===== src/rtl/imm_ext_stage.sv =====
// Registered immediate extender (zero/sign/upper/branch) behind a valid/ready handshake.
// Define IMM_EXT_SKID_EN for a 2-entry skid buffer with a registered in_ready.
module imm_ext_stage #(
    parameter int unsigned IN_W  = 16,
    parameter int unsigned OUT_W = 32
) (
    input  logic             clk,
    input  logic             reset,
    input  logic             in_valid,
    output logic             in_ready,
    input  logic [IN_W-1:0]  in_imm,
    input  logic [1:0]       in_mode,
    input  logic             flush,
    output logic             out_valid,
    input  logic             out_ready,
    output logic [OUT_W-1:0] out_data
);

    localparam int unsigned UpShift = OUT_W - IN_W;

    typedef enum logic [1:0] {
        ModeZero   = 2'd0,
        ModeSign   = 2'd1,
        ModeUpper  = 2'd2,
        ModeBranch = 2'd3
    } mode_e;

    logic [OUT_W-1:0] zext;
    logic [OUT_W-1:0] sext;
    logic [OUT_W-1:0] ext;
    mode_e            mode;

    assign mode = mode_e'(in_mode);

    // Extension happens before the register so only the OUT_W result is stored.
    always_comb begin
        zext = OUT_W'(in_imm);
        sext = OUT_W'($signed(in_imm));
        ext  = zext;
        unique case (mode)
            ModeZero:   ext = zext;
            ModeSign:   ext = sext;
            ModeUpper:  ext = zext << UpShift;
            ModeBranch: ext = sext << 2;
            default:    ext = zext;
        endcase
    end

    logic take_in;
    logic take_out;

    // A flushing cycle never captures input.
    assign take_in  = in_valid && in_ready && !flush;
    assign take_out = out_valid && out_ready;

`ifdef IMM_EXT_SKID_EN

    logic             main_valid_q, main_valid_d;
    logic             skid_valid_q, skid_valid_d;
    logic [OUT_W-1:0] main_data_q, main_data_d;
    logic [OUT_W-1:0] skid_data_q, skid_data_d;

    always_comb begin
        main_valid_d = main_valid_q;
        main_data_d  = main_data_q;
        skid_valid_d = skid_valid_q;
        skid_data_d  = skid_data_q;
        if (flush) begin
            main_valid_d = 1'b0;
            main_data_d  = '0;
            skid_valid_d = 1'b0;
            skid_data_d  = '0;
        end else if (main_valid_q && !take_out) begin
            // Main is stalled: a new arrival parks in the skid register.
            if (take_in) begin
                skid_valid_d = 1'b1;
                skid_data_d  = ext;
            end
        end else if (skid_valid_q) begin
            // in_ready is low while skid is full, so no input competes here.
            main_valid_d = 1'b1;
            main_data_d  = skid_data_q;
            skid_valid_d = 1'b0;
        end else if (take_in) begin
            main_valid_d = 1'b1;
            main_data_d  = ext;
        end else begin
            main_valid_d = 1'b0;
        end
    end

    always_ff @(posedge clk or posedge reset) begin
        if (reset) begin
            main_valid_q <= 1'b0;
            main_data_q  <= '0;
            skid_valid_q <= 1'b0;
            skid_data_q  <= '0;
        end else begin
            main_valid_q <= main_valid_d;
            main_data_q  <= main_data_d;
            skid_valid_q <= skid_valid_d;
            skid_data_q  <= skid_data_d;
        end
    end

    assign in_ready  = !skid_valid_q;
    assign out_valid = main_valid_q;
    assign out_data  = main_data_q;

`else

    logic             valid_q, valid_d;
    logic [OUT_W-1:0] data_q, data_d;

    always_comb begin
        valid_d = valid_q;
        data_d  = data_q;
        if (flush) begin
            valid_d = 1'b0;
            data_d  = '0;
        end else if (take_in) begin
            valid_d = 1'b1;
            data_d  = ext;
        end else if (take_out) begin
            valid_d = 1'b0;
        end
    end

    always_ff @(posedge clk or posedge reset) begin
        if (reset) begin
            valid_q <= 1'b0;
            data_q  <= '0;
        end else begin
            valid_q <= valid_d;
            data_q  <= data_d;
        end
    end

    // Single slot: refill in the same cycle the consumer drains it.
    assign in_ready  = !valid_q || out_ready;
    assign out_valid = valid_q;
    assign out_data  = data_q;

`endif

endmodule

===== config.mk =====
export PLATFORM = sky130hd
export DESIGN_NAME = imm_ext_stage
export DESIGN_NICKNAME = d
export VERILOG_FILES = /design/src/rtl/imm_ext_stage.sv
export SDC_FILE = /design/constraint.sdc
export NUM_CORES = 1
export LEC_CHECK = 0
export CORE_ASPECT_RATIO = 0.8
export CORE_MARGIN = 3
export CORE_UTILIZATION = 30
export CTS_BUF_LIST = sky130_fd_sc_hd__clkbuf_16
export DETAILED_ROUTE_END_ITERATION = 10
export GPL_TIMING_DRIVEN = 0
export MAX_ROUTING_LAYER = met4
export PLACE_DENSITY = 0.68
export SYNTH_ARGS = -nofsm -noshare
export SYNTH_HDL_FRONTEND = slang
export SYNTH_SLANG_ARGS = --single-unit

===== constraint.sdc =====
create_clock -name clk -period 1.5 [get_ports clk]
set_input_delay 0.225 -clock clk [delete_from_list [all_inputs] [get_ports clk]]
set_output_delay 0.225 -clock clk [all_outputs]
set_load 0.03 [all_outputs]

# [Word-level counts from Yosys, hierarchy flattened]
# Cells that the tools add are included.
[totals] ff_bits=33 output_inout_bits=34 wordCells=20
[op_classes] eq_ne=3 mux=6 reduce_logical=9
[ops] cell="$pmux 32 s4" count=1
[ops] cell="$mux 32" count=2
[ops] cell="$eq 2x2->1 const B" count=2
[ops] cell="$logic_and 1x1->1" count=3
[ops] cell="$mux 1" count=3
[ops] cell="$reduce_bool 3->1" count=1
[ops] cell="$eq 2x1->1 const B" count=1
[ops] cell="$logic_not 1->1" count=2
[ops] cell="$logic_not 2->1" count=1
[ops] cell="$reduce_bool 2->1" count=1
[ops] cell="$logic_or 1x1->1" count=1

# [Depth between registers and ports, before layout]
# Gate-level depths: netlist of the first run.
[depth] depth_word=6 ltp_mapped=6 mapped_depth_nobuf=4

# [Worst setup path after synthesis of the first run]
# Ideal clock, no wire load.
[synth_timing] path_type="register to register" startpoint="reg valid_q, in the netlist out_valid" endpoint="reg data_q[10], in the netlist out_data[10]" t_arrival_ns=1.242 required_ns=1.376 slack_ns=0.134 path_stages_with_launch=7 n_path_buf=2 period_less_slack_ns=1.366 path_cell_list="dfrtp_1 > nor2b_4 > inv_4 > nand3b_1 > buf_4 > buf_6 > o2bb2ai_1"
[synth_between] elab_chain_cells=5
[synth_lines] element="start, declared" line_no="112" rtl="logic valid_q, valid_d;"
[synth_lines] element="start signal, assigned" line_no="134" rtl="valid_q <= valid_d;"
[synth_lines] element="$logic_not 1->1" line_no="140" rtl="assign in_ready = !valid_q || out_ready;"
[synth_lines] element="$logic_or 1x1->1" line_no="140"
[synth_lines] element="net in_ready" line_no="10" rtl="output logic in_ready,"
[synth_lines] element="$logic_and 1x1->1 (2 in series)" line_no="53" rtl="assign take_in = in_valid && in_ready && !flush;"
[synth_lines] element="$reduce_bool 2->1 (no line)"
[synth_lines] element="end signal, assigned" line_no="135" rtl="data_q <= data_d;"
[synth_lines] element="end, declared" line_no="113" rtl="logic [OUT_W-1:0] data_q, data_d;"
# The timed path passes the listed nets, and every way through them passes these cells.
# A chain may end at the register's enable or synchronous reset.

# [Worst setup path in the final report of the first run]
[layout_timing] startpoint="in in_mode[1]" endpoint="reg data_q[9], in the netlist out_data[9]"
[layout_between] elab_chain_cells=4 elab_cells_between_ends=7 classes_between="3 x eq/ne; 3 x mux; 1 x reduce/logical"
[layout_lines] element="start, declared" line_no="12" rtl="input logic [1:0] in_mode,"
[layout_lines] element="$eq 2x2->1 (tied with other cells)" line_no="40" rtl="unique case (mode)"
[layout_lines] element="$pmux 32 s4 (*)" line_no="40"
[layout_lines] element="$mux 32 (*)" line_no="121" rtl="end else if (take_in) begin"
[layout_lines] element="$mux 32 (*)" line_no="118" rtl="if (flush) begin"
# Every way passes the cells marked *; elsewhere a longest branch is shown, timed or not. The select of a mux whose other input is x is not followed.

==> impl_metrics.csv, run 1 <==
group,metric,value,unit
yosys,yosysWarnings,0,
place,port_buffers,56,
die,die_y,69.0,um
pwr,ir_drop,0.000652,V
hold_path,hold_path.class,"in2async",
critical_path,crit_start,"in_mode[1]",
run_status,outcome,"finished clean",
sta,relSlewSlack,0.745,
global_route,grt_usage,0.163,
sta,rsz0062_at_grt,"no",
detailed_routing,vias_per_cell,5.21,
pwr,p_leak,0.00107,uW
critical_path,critPathKind,"in2reg",
yosys,synth-edff-count,0,
die,core_area,4680,um2
layout,area_growth,51.9,%
critical_path,cp.arrival,1490,ps
place,dp_hpwl,3120,um
critical_path,reg2reg_slack,220,ps
die,ioPinCount,57,
global_route,antenna_found_initial,0,
run,drv_cap,0,
detailed_routing,first_pass_iters,4,
pwr,cellPowerDensity,1110,nW/um2
yosys,syn_nets,143,
sta,fmax,749,MHz
yosys,synth_cells,120,
sta,worstMarginPinSlew,381,ps
detailed_routing,drc,0,
die,std_cell_rows,22,
cts,clk_latency,270,ps
global_route,grt_pass1_vias,1361,
detailed_routing,routed-via-count,1277,
critical_path,reg2regPathDepth,6,
critical_path,cp_max_fo,10,
place,gp_congestion,0.801,
layout,layout-drive-gt1-share,0.130,
yosys,synth_area_leaders,"dfrtp_1 (56%), o2bb2ai_1 (17%), a22oi_1 (6.6%)",
detailed_routing,antenna_left,0,
cts,cts_setup_buffers,0,
yosys,yosysSeqAreaShare,0.555,
global_route,grt_pass1_wl,6970,um
die,die_w,84.7,um
yosys,synth.cell_area,1490,um2
yosys,synth_largest_area_cell,"dfrtp_1",
yosys,synth-seq-cells,33,
critical_path,worstReg2RegStart,"out_valid$_DFFE_PP0P_",
sta,hold-worst-slack,179,ps
cts,cts_tree,"done",
global_route,overflow,0,
cts,cts.htree.levels,2,
critical_path,end_kind,"flip-flop",
sta,finClkSkew,3.66,ps
global_route,grt_max_degree,34,
cts,cts_buffer_depth,2,
layout,final_cell_mix,"dfrtp_1 (33), dlygate4sd2_1 (33), o2bb2ai_1 (29), clkdlybuf4s50_1 (22), a21oi_1 (15)",
sta,finalSetupViolCount,0,
critical_path,r2r_end,"out_data[5]$_DFFE_PP0P_",
critical_path,path_cells,"clkdlybuf4s50_1 > inv_1 > buf_2 > a22oi_1 > o2bb2ai_1",
place,place_ws,-284,ps
detailed_routing,wl,4190,um
sta,hold_violations,0,
sta,slew_viol_final,0,
layout,num_antenna_cells,0,
critical_path,startpoint_type,"input port",
sta,setup-tns-final,0,ps
yosys,synth_cell_types,22,
critical_path,critPathSlowestCell,"clkdlybuf4s50_1",
critical_path,crit_path_end,"out_data[9]$_DFFE_PP0P_",
sta,fin_crit,1340,ps
die,die_area,5850,um2
die,start_util,0.318,
yosys,ys_async_sr_fraction,1.00,
yosys,avgSynthCellArea,12.4,um2
layout,nets,207,
layout,num-fill-cells,441,
sta,setup_ws,164,ps
detailed_routing,wl_per_cell,17.1,um
critical_path,slowest_delay,580,ps
cts,clk_pin_slew,50,ps
yosys,yosysTopAreaCellShare,0.555,
cts,cts_made_buffers,5,
critical_path,crit_required,1650,ps
cts,numClockSinks,33,
cts,cts_root_buf,"clkbuf_16",
detailed_routing,drtIter0Drc,83,
yosys,synthFlopType,"dfrtp_1",
sta,fin_crit_sh,0.890,
-- cell families after synthesis --
logic type,synth area share
compound gates,0.326
flops,0.555
buf+inv,0.0648
simple gates,0.0538
-- layer usage --
layer,GRT usage,part of all wire,vias up
li1,-,-,602
met1,0.211,0.48,629
met2,0.255,0.47,42
met3,0.0439,0.048,4
met4,0.0415,0.0064,0
met5,-,0,-
-- report_power, final --
group	internal, uW	total [uW]	leakage (uW)	switching [uW]
combinational	180	443	0.000540	263
sequential	939	968	0.000447	28.6
clock	769	1100	0.0000826	333
total	1890	2510	0.00107	625
-- area by class of cell --
| class | count | area (um2) | share of cell area |
|---|---|---|---|
| multi-input combinational | 74 | 566 | 0.250 |
| timing repair buffer | 57 | 534 | 0.236 |
| inverter | 3 | 13.8 | 0.00609 |
| clock inverter | 3 | 37.5 | 0.0166 |
| buffer | 10 | 82.6 | 0.0365 |
| tap | 60 | 75.1 | 0.0332 |
| sequential | 33 | 826 | 0.365 |
| clock buffer | 5 | 125 | 0.0554 |
-- critical path, delay by kind of cell --
kind	cells	cell delay, ps
buf+inv	3	920
compound gates	2	330
-- per-stage QoR --
| stage | power [uW] | area, um2 | cells | utilization |
|---|---|---|---|---|
| 2_1_floorplan | 1230 | 1490 | 120 | - |
| 3_3_place_gp | 1450 | 2120 | 236 | 0.454 |
| 3_5_place_dp | 1460 | 2120 | 236 | 0.454 |
| 4_1_cts | 2530 | 2240 | 244 | 0.480 |
| 5_1_grt | 2630 | 2260 | 245 | 0.483 |
| 6_report | 2510 | 2260 | 245 | 0.483 |
-- cell usage after synthesis (2+ instances only) --
library cell and n:
buf_2 3, inv_1 2, a22oi_1 13, nor2_1 2
a32o_1 3, a21oi_1 15, buf_4 3, dfrtp_1 33
buf_6 4, nand3b_1 2, o2bb2ai_1 29
-- sequential cells by signal, indices dropped and copies added (netlist names) --
name and flops:
out_valid 1, out_data 32
-- worst min-delay path by stage --
stage	startpoint	to
2_1_floorplan	flush	out_valid$_DFFE_PP0P_
3_3_place_gp	out_data[25]$_DFFE_PP0P_	out_data[25]$_DFFE_PP0P_
3_5_place_dp	out_data[17]$_DFFE_PP0P_	out_data[17]$_DFFE_PP0P_
4_1_cts	out_data[18]$_DFFE_PP0P_	out_data[18]$_DFFE_PP0P_
5_1_grt	reset	out_data[10]$_DFFE_PP0P_
6_report	reset	out_data[30]$_DFFE_PP0P_
-- what timing repair did --
item                                   4_1_cts  5_1_grt
gates resized for setup                     35        1
hold buffers                                 0        0
endpoints found under the hold margin        0        0
setup endpoints to repair                   34        1
(Power assumes the default switching activity.)
==> inputs of run 2 (changes only) <==
--- a/config.mk
+++ b/config.mk
@@ -11,6 +11,7 @@
 export CTS_BUF_LIST = sky130_fd_sc_hd__clkbuf_16
 export DETAILED_ROUTE_END_ITERATION = 10
 export GPL_TIMING_DRIVEN = 0
+export HOLD_SLACK_MARGIN = 0.05
 export MAX_ROUTING_LAYER = met4
 export PLACE_DENSITY = 0.68
 export SYNTH_ARGS = -nofsm -noshare
==> results of run 2 <==
The final DEF is identical to that of run 1; final timing and power are the same.
==> inputs of run 3 (changes only) <==
--- a/config.mk
+++ b/config.mk
@@ -9,6 +9,7 @@
 export CORE_MARGIN = 3
 export CORE_UTILIZATION = 30
 export CTS_BUF_LIST = sky130_fd_sc_hd__clkbuf_16
+export CTS_CLUSTER_SIZE = 30
 export DETAILED_ROUTE_END_ITERATION = 10
 export GPL_TIMING_DRIVEN = 0
 export HOLD_SLACK_MARGIN = 0.05
==> constraint.sdc (replaced) <==
create_clock -name clk -period 1.65 [get_ports clk]
set_input_delay 0.2475 -clock clk [delete_from_list [all_inputs] [get_ports clk]]
set_output_delay 0.2475 -clock clk [all_outputs]
set_load 0.03 [all_outputs]
==> run 3 against run 2 <==
Net effect:
- worst setup slack got worse by 82 ps
- final area increased by 2.0%
- power down 7.8%
- register-to-register slack improved by 140 ps
- sequential share of layout area decreased by 0.71 points
- die area stayed put
- worst hold slack better by 22 ps
- clock-buffer cell count did not move
- routed wire length grew 0.29%
- combinational power down 2%
- critical endpoint is now out_data[27]
- largest cell class unchanged
- largest power group unchanged
==> impl_metrics.csv, run 3 (same netlist as run 1, synthesis figures left out) <==
group,metric,value,unit
run_status,outcome,"finished clean",
sta,fin_crit_sh,0.950,
layout,final_cell_mix,"clkdlybuf4s50_1 (55), dfrtp_1 (33), o2bb2ai_1 (29), a21oi_1 (15), a22oi_1 (13)",
sta,rsz0062_at_grt,"no",
layout,num-fill-cells,418,
detailed_routing,drtIter0Drc,80,
cts,numClockSinks,33,
critical_path,end_kind,"output pin",
die,std_cell_rows,22,
cts,cts_made_buffers,5,
sta,finClkSkew,3.71,ps
global_route,grt_pass1_wl,6940,um
critical_path,cp.arrival,1320,ps
layout,largest_register_ffs,32,
global_route,overflow,0,
layout,layoutNonFillerInstCount,245,
detailed_routing,first_pass_iters,4,
layout,layout_commonest_cell,"clkdlybuf4s50_1",
die,die_w,84.7,um
sta,slew_viol_final,0,
detailed_routing,wl_per_cell,17.1,um
run,drv_cap,0,
sta,worstMarginPinSlew,381,ps
place,place_ws,-179,ps
sta,fmax,638,MHz
pwr,p_leak,0.000932,uW
sta,setup_ws,82.7,ps
layout,area_growth,54.9,%
layout,layout-drive-gt1-share,0.124,
sta,finalSetupViolCount,0,
critical_path,startpoint_type,"flip-flop",
cts,cts_root_buf,"clkbuf_16",
cts,cts_tree,"done",
critical_path,crit_required,1400,ps
place,dpl.cell_count,236,
place,dp_hpwl,3120,um
cts,cts.htree.levels,2,
critical_path,cp_top_family,"buffers and inverters",
sta,relSlewSlack,0.745,
pwr,cellPowerDensity,1010,nW/um2
layout,multi_input_area,566,um2
cts,cts_buffer_depth,2,
global_route,grt_pass1_vias,1361,
layout,final_util,0.493,
pwr,ir_drop,0.000601,V
layout,num_antenna_cells,0,
pwr,finalPower,2320,uW
die,start_util,0.318,
layout,seq_area,826,um2
detailed_routing,wl,4200,um
hold_path,hold_path.class,"in2async",
global_route,antenna_found_initial,0,
cts,clk_latency,270,ps
sta,hold_violations,0,
sta,fin_crit,1570,ps
critical_path,slowest_delay,680,ps
layout,nets,207,
global_route,grt_max_degree,34,
die,ioPinCount,57,
place,gp_congestion,0.801,
die,core_area,4680,um2
global_route,grt_usage,0.162,
detailed_routing,routed-via-count,1264,
critical_path,critPathSlowestCell,"clkdlybuf4s50_1",
place,placed_area,2120,um2
detailed_routing,drc,0,
critical_path,path_cells,"clkdlybuf4s50_1",
detailed_routing,antenna_left,0,
critical_path,cp_max_fo,2,
cts,holdBufCountCts,0,
detailed_routing,vias_per_cell,5.16,
cts,clk_pin_slew,50,ps
critical_path,path_buf_inv,1,
critical_path,critPathKind,"reg2out",
layout,postLayoutCellArea,2300,um2
die,die_y,69.0,um
cts,cts_setup_buffers,0,
place,port_buffers,56,
die,die_area,5850,um2
[run 3: stage by stage]
step	hold slack (ps)	TNS [ps]
6_report	201	0
5_1_grt	226	0
4_1_cts	495	0
3_5_place_dp	473	-2930
2_1_floorplan	314	0
3_3_place_gp	473	-518
[run 3: worst paths after layout]
path / from / endpoint / slack (ps) / cells after the start
min in group clk: out_data[17]$_DFFE_PP0P_ / out_data[17]$_DFFE_PP0P_ / 490 / 1
setup / recovery: out_data[27]$_DFFE_PP0P_ / out_data[27] / 80 / 1
setup reg to reg: out_valid$_DFFE_PP0P_ / out_data[5]$_DFFE_PP0P_ / 360 / 6
hold reg to reg: out_data[17]$_DFFE_PP0P_ / out_data[17]$_DFFE_PP0P_ / 490 / 1
hold / removal: reset / out_data[10]$_DFFE_PP0P_ / 200 / 2
max in group asynchronous: reset / out_data[2]$_DFFE_PP0P_ / 1050 / 3
[run 3: power by group]
| part | internal (uW) | total [uW] | switching (uW) |
|---|---|---|---|
| combinational | 195 | 434 | 240 |
| sequential | 854 | 882 | 27.7 |
| clock | 699 | 1000 | 303 |
| total | 1750 | 2320 | 570 |
[run 3: per-layer routing]
metal / GRT usage / share of wire / up-vias
met2: 0.255 / 0.47 / 36
met5: - / 0 / -
met4: 0.0415 / 0.0064 / 0
li1: - / - / 602
met3: 0.0428 / 0.046 / 4
met1: 0.211 / 0.48 / 622
[run 3: what timing repair did]
action,in CTS,in global routing
setup endpoints to repair,1,0
endpoints found under the hold margin,0,0
gates resized for setup,1,0
[run 3: area by class of cell]
| cell class | count | share of cell area |
|---|---|---|
| buffer | 10 | 0.0358 |
| tap | 60 | 0.0326 |
| multi-input combinational | 74 | 0.245 |
| clock inverter | 3 | 0.0163 |
| inverter | 3 | 0.00597 |
| sequential | 33 | 0.358 |
| timing repair buffer | 57 | 0.251 |
| clock buffer | 5 | 0.0543 |
